===== src/rtl/instmem_sync_if.sv =====
// Fetch/response/program-load bundle for instmem_sync. The master is the fetch
// unit or loader; the slave is the memory.
interface instmem_sync_if #(
  parameter int INS_ADDRESS = 9,
  parameter int INS_W       = 32
);
  logic                   ra_valid;
  logic [INS_ADDRESS-1:0] ra;
  logic                   ra_ready;
  logic                   rd_valid;
  logic [INS_W-1:0]       rd;
  logic                   rd_fault;
  logic                   rd_ready;
  logic                   wr_en;
  logic [INS_ADDRESS-3:0] wa;
  logic [INS_W-1:0]       wd;
  logic                   init_busy;

  modport master (
    output ra_valid, ra, rd_ready, wr_en, wa, wd,
    input  ra_ready, rd_valid, rd, rd_fault, init_busy
  );

  modport slave (
    input  ra_valid, ra, rd_ready, wr_en, wa, wd,
    output ra_ready, rd_valid, rd, rd_fault, init_busy
  );
endinterface


===== src/rtl/instmem_sync.sv =====
// Instruction memory: NOP-fills itself after reset, then serves word fetches.
// Fetch latency is 1 cycle; a single output register stalls ra_ready until rd_ready drains it.
module instmem_sync #(
  parameter int               INS_ADDRESS = 9,
  parameter int               INS_W       = 32,
  parameter logic [INS_W-1:0] NOP_INSN    = 32'h00000013
) (
  input  logic          clk,
  input  logic          rst,
  instmem_sync_if.slave bus
);

  localparam int AW    = INS_ADDRESS - 2;
  localparam int DEPTH = 2 ** AW;
  localparam logic [AW-1:0] LAST_IDX = '1;

  typedef enum logic {
    CLEAR = 1'b0,
    RUN   = 1'b1
  } state_e;

  state_e           state_q, state_d;
  logic [AW-1:0]    cnt_q, cnt_d;
  logic             rd_valid_q, rd_valid_d;
  logic [INS_W-1:0] rd_q, rd_d;
  logic             rd_fault_q, rd_fault_d;

  logic [INS_W-1:0] mem_q [DEPTH];
  logic             mem_we;
  logic [AW-1:0]    mem_wa;
  logic [INS_W-1:0] mem_wd;

  logic             accept;
  logic             misaligned;
  logic [AW-1:0]    fetch_idx;

  assign fetch_idx  = bus.ra[INS_ADDRESS-1:2];
  assign misaligned = |bus.ra[1:0];

  // Gated by rst so nothing is ever reported as accepted on a reset edge.
  assign bus.ra_ready = !rst && (state_q == RUN) && (!rd_valid_q || bus.rd_ready);
  assign accept       = bus.ra_valid && bus.ra_ready;

  always_comb begin
    state_d    = state_q;
    cnt_d      = cnt_q;
    rd_valid_d = rd_valid_q;
    rd_d       = rd_q;
    rd_fault_d = rd_fault_q;
    mem_we     = 1'b0;
    mem_wa     = cnt_q;
    mem_wd     = NOP_INSN;

    case (state_q)
      CLEAR: begin
        mem_we = 1'b1;
        mem_wa = cnt_q;
        mem_wd = NOP_INSN;
        cnt_d  = cnt_q + 1'b1;
        if (cnt_q == LAST_IDX) begin
          state_d = RUN;
        end
      end
      RUN: begin
        if (bus.wr_en) begin
          mem_we = 1'b1;
          mem_wa = bus.wa;
          mem_wd = bus.wd;
        end
        // mem_q is read before this edge's write lands: same-word fetch sees the old word.
        if (accept) begin
          rd_valid_d = 1'b1;
          rd_fault_d = misaligned;
          rd_d       = misaligned ? NOP_INSN : mem_q[fetch_idx];
        end else if (bus.rd_ready) begin
          rd_valid_d = 1'b0;
        end
      end
      default: begin
        state_d = CLEAR;
      end
    endcase
  end

  always_ff @(posedge clk) begin
    if (rst) begin
      state_q    <= CLEAR;
      cnt_q      <= '0;
      rd_valid_q <= 1'b0;
      rd_q       <= NOP_INSN;
      rd_fault_q <= 1'b0;
    end else begin
      state_q    <= state_d;
      cnt_q      <= cnt_d;
      rd_valid_q <= rd_valid_d;
      rd_q       <= rd_d;
      rd_fault_q <= rd_fault_d;
    end
  end

  always_ff @(posedge clk) begin
    if (!rst && mem_we) begin
      mem_q[mem_wa] <= mem_wd;
    end
  end

  assign bus.rd_valid  = rd_valid_q;
  assign bus.rd        = rd_q;
  assign bus.rd_fault  = rd_fault_q;
  assign bus.init_busy = (state_q == CLEAR);

endmodule


===== src/flat_wrapper.sv =====
// flat-port wrapper written by rule: the top's interface ports become plain ports
module instmem_sync_flat 
#(
  parameter int               INS_ADDRESS = 9,
  parameter int               INS_W       = 32,
  parameter logic [INS_W-1:0] NOP_INSN    = 32'h00000013
)
  (clk, rst, bus_ra_valid, bus_ra, bus_rd_ready, bus_wr_en, bus_wa, bus_wd, bus_ra_ready, bus_rd_valid, bus_rd, bus_rd_fault, bus_init_busy);
  instmem_sync_if #(.INS_ADDRESS(INS_ADDRESS), .INS_W(INS_W)) bus_i ();
  input  logic clk;
  input  logic rst;
  input wire logic [$bits(bus_i.ra_valid)-1:0] bus_ra_valid;
  input wire logic [$bits(bus_i.ra)-1:0] bus_ra;
  input wire logic [$bits(bus_i.rd_ready)-1:0] bus_rd_ready;
  input wire logic [$bits(bus_i.wr_en)-1:0] bus_wr_en;
  input wire logic [$bits(bus_i.wa)-1:0] bus_wa;
  input wire logic [$bits(bus_i.wd)-1:0] bus_wd;
  output wire logic [$bits(bus_i.ra_ready)-1:0] bus_ra_ready;
  output wire logic [$bits(bus_i.rd_valid)-1:0] bus_rd_valid;
  output wire logic [$bits(bus_i.rd)-1:0] bus_rd;
  output wire logic [$bits(bus_i.rd_fault)-1:0] bus_rd_fault;
  output wire logic [$bits(bus_i.init_busy)-1:0] bus_init_busy;
  assign bus_i.ra_valid = bus_ra_valid;
  assign bus_i.ra = bus_ra;
  assign bus_i.rd_ready = bus_rd_ready;
  assign bus_i.wr_en = bus_wr_en;
  assign bus_i.wa = bus_wa;
  assign bus_i.wd = bus_wd;
  assign bus_ra_ready = bus_i.ra_ready;
  assign bus_rd_valid = bus_i.rd_valid;
  assign bus_rd = bus_i.rd;
  assign bus_rd_fault = bus_i.rd_fault;
  assign bus_init_busy = bus_i.init_busy;
  instmem_sync #(.INS_ADDRESS(INS_ADDRESS), .INS_W(INS_W), .NOP_INSN(NOP_INSN)) u_core (.clk(clk), .rst(rst), .bus(bus_i));
endmodule

===== config.mk =====
export PLATFORM = sky130hd
export DESIGN_NAME = instmem_sync_flat
export DESIGN_NICKNAME = d
export VERILOG_FILES = /design/src/rtl/instmem_sync_if.sv /design/src/rtl/instmem_sync.sv /design/src/flat_wrapper.sv
export SDC_FILE = /design/constraint.sdc
export NUM_CORES = 2
export LEC_CHECK = 0
export ABC_AREA = 0
export CORE_ASPECT_RATIO = 1.75
export CORE_MARGIN = 2
export CORE_UTILIZATION = 40
export DETAILED_ROUTE_END_ITERATION = 16
export DONT_BUFFER_PORTS = 1
export MAX_ROUTING_LAYER = met4
export PLACE_DENSITY_LB_ADDON = 0.25
export SYNTH_ARGS = -nofsm -noshare
export SYNTH_HDL_FRONTEND = slang
export SYNTH_SLANG_ARGS = --single-unit

===== constraint.sdc =====
create_clock -name clk -period 4.15 [get_ports clk]
set_clock_uncertainty 0.15 [all_clocks]
set_input_delay 0.83 -clock clk [delete_from_list [all_inputs] [get_ports clk]]
set_output_delay 0.83 -clock clk [all_outputs]
set_load 0.1 [all_outputs]

==> impl_metrics.yaml <==
cells_and_area:
  fin_util: 0.4646
  regArea_um2: 123800
  multiInputGateArea_um2: 33520
  nets: 7765
  syn_to_final_growth_pct: 15.68
  fin_area_um2: 183000
  instances_no_fill: 13270
  drive_gt1_frac: 0.2761
  fillerInstances: 32300
clock_tree:
  postCtsSetupBuffers: 0
  cts_max_level: 5
  clk-insertion-delay-late_ns: 0.95
  cts_buffer_depth: 4
  cts_tree: "done"
  root_buffer: "clkbuf_16"
  clock-sinks: 4138
  cts_made_buffers: 359
  clk_pin_slew_ns: 0.06
logic_synthesis:
  yosysWarningCount: 0
  syn_nets: 7244
  synth_seq_area_share: 0.7829
  ys_top_cells_by_count: "4,096 x edfxtp_1, 905 x mux4_2, 372 x mux2i_1"
  synth_top_area_share: 0.7776
  synth.ff_latch_count: 4138
  synth_cell_types: 55
  synth_edf_count: 4096
  yosysMostFrequentCell: "edfxtp_1"
  syn_inst: 7190
  synth_ff_type: "edfxtp_1"
  syn_area_per_cell_um2: 22.00
  synth_area_leaders: "edfxtp_1 78%, mux4_2 13%, mux2i_1 2.4%"
  async_reset_ff_frac: 0
  synth_top_cell_by_area: "edfxtp_1"
  synth.cell_area_um2: 158200
worst_setup_path:
  arrival_ns: 4.68
  path_class: "input port to flop"
  required_ns: 4.79
  cp-end-kind: "flop"
  startpoint_type: "input port"
  crit_path_max_fanout: 157
floorplan:
  core_area_um2: 393800
  initial_core_util: 0.4016
  ios: 89
  die_width_um: 479.4
  die_area_um2: 400700
  rows: 305
  fp.dieH_um: 835.9
sta:
  final.period_utilization: 0.9741
  relSlewSlack: -0.008334
  setup_viol: 0
  hold_violations: 0
  rsz0062_at_grt: "no"
  finalCriticalPeriod_ns: 4.042
  max_freq_mhz: 247.4
  drv_slew: 47
  setup_tns_ns: 0
  worst_pin_slew_ns: 1.513
  setup_slack_ns: 0.1077
place:
  io_buffers: 0
  place_inst: 12550
  placed_cell_area_um2: 170700
  gp_congestion: 0.8465
  hpwlAfterDp_um: 276700
  dp_slack_ns: -1.787
status:
  violations: "max-slew violations"
  status: "complete, but fails checks"
drt:
  vias: 79630
  wirelength_um: 489200
  drtIter0Drc: 8857
  viasPerCell: 6.002
  drc_errors: 0
  dr.pass1.iters: 5
  avgRoutedWirePerCell_um: 36.87
  postRouteAntennaNets: 0
global_route:
  first_global_vias: 81020
  grt_max_degree: 211
  grt.overflow.total: 0
  grt_pass1_wl_um: 664800
  track_usage: 0.2465
  antenna_found_initial: 34
pwr:
  p_per_area_nw_per_um2: 446.5
  ir_drop_uv: 323.4
  static-leakage-power_nw: 66.67
hold_path:
  hp-class: "input port to flop"
job:
  drv_cap: 0
==> worst paths after layout <==
path	from	end	slack, ns	cells after the start
min	bus_ra[8]	u_core.bus.rd[25]	0.06	3
max reg2reg	u_core.state_q	u_core.mem_q[54][31]	0.30	6
min reg2reg	u_core.cnt_q[5]	u_core.cnt_q[5]	0.43	2
max	bus_ra[3]	u_core.bus.rd[29]	0.11	10
==> power by group <==
group	total (mW)	internal [mW]	leakage (nW)	switching, mW
sequential	45.3	45.2	47.6	0.0164
combinational	2.25	0.854	13.4	1.39
clock	34.2	19.0	5.69	15.1
total	81.7	65.1	66.7	16.5
==> placed cells by master, fill, tap and decap left out, types with 54 or more instances in the layout <==
cell type	n
clkinv_1	70
edfxtp_1	4096
clkbuf_1	79
mux2i_1	372
nor2_4	130
o221ai_1	54
mux4_2	905
a22oi_1	195
clkinv_2	58
a21oi_1	132
nand3_1	94
buf_12	190
o22ai_1	90
buf_4	344
nand2_1	173
clkbuf_16	374
==> logic make-up after synthesis <==
| kind of cell | Yosys count | share of synthesized area |
|---|---|---|
| AOI/OAI and AO/OA | 674 | 0.02942 |
| DFF | 4138 | 0.7829 |
| muxes | 1310 | 0.1548 |
| xor gates and xnor gates | 5 | 0.0002769 |
| buffers and inverters | 415 | 0.01352 |
| adders and majority gates | 1 | 0.00007909 |
| and+or+nand+nor | 647 | 0.01901 |
==> state kept, by name, summed over array words and instances (netlist names) <==
name / flops
u_core.mem_q: 4096
u_core.bus.rd: 32
u_core.cnt_q: 7
u_core.bus.rd_fault: 1
u_core.bus.rd_valid: 1
u_core.state_q: 1
==> layout make-up <==
cell class                      count  area share
Timing Repair Buffer              566     0.03955
Multi-Input combinational cell   2637      0.1832
Tap cell                         5219     0.03569
Inverter                            9   0.0002188
Antenna cell                       51   0.0006975
Clock buffer                      454     0.05254
Sequential cell                  4138      0.6769
Clock inverter                    193     0.01120
==> metrics by stage <==
step,total power [mW],hold slack (ns)
final,81.69,0.05559
after global routing,83.73,0.07100
after CTS,82.19,0.04340
after detailed placement,48.36,0.4067
after global placement,48.35,0.3754
after floorplan,47.54,0.3547
==> worst max-delay path, cell delays in order <==
cell and delay [ns]:
buf_16 0.48, buf_16 0.42, buf_16 0.51, buf_16 0.37, mux4_2 0.37, a22oi_1 0.19
and3_1 0.31, a31oi_1 0.09, o211ai_1 0.41, nand3_1 0.16
==> what timing repair did <==
action / CTS / global route
resized for setup: 1 / 2
hold buffers: 3 / 0
endpoints found under the setup margin: 32 / 51
endpoints found under the hold margin: 10 / 0
gates cloned: 7 / 5
==> metal layers <==
layer / wire, um / global-route usage / share of wire / vias to the layer above
met5: 0 / - / 0 / -
met4: 31610 / 0.1329 / 0.065 / 0
met3: 30750 / 0.03397 / 0.063 / 811
met2: 253900 / 0.4193 / 0.52 / 3411
met1: 172900 / 0.2819 / 0.35 / 43850
li1: - / - / - / 31560
No activity file was read; power rests on OpenSTA's default activity.
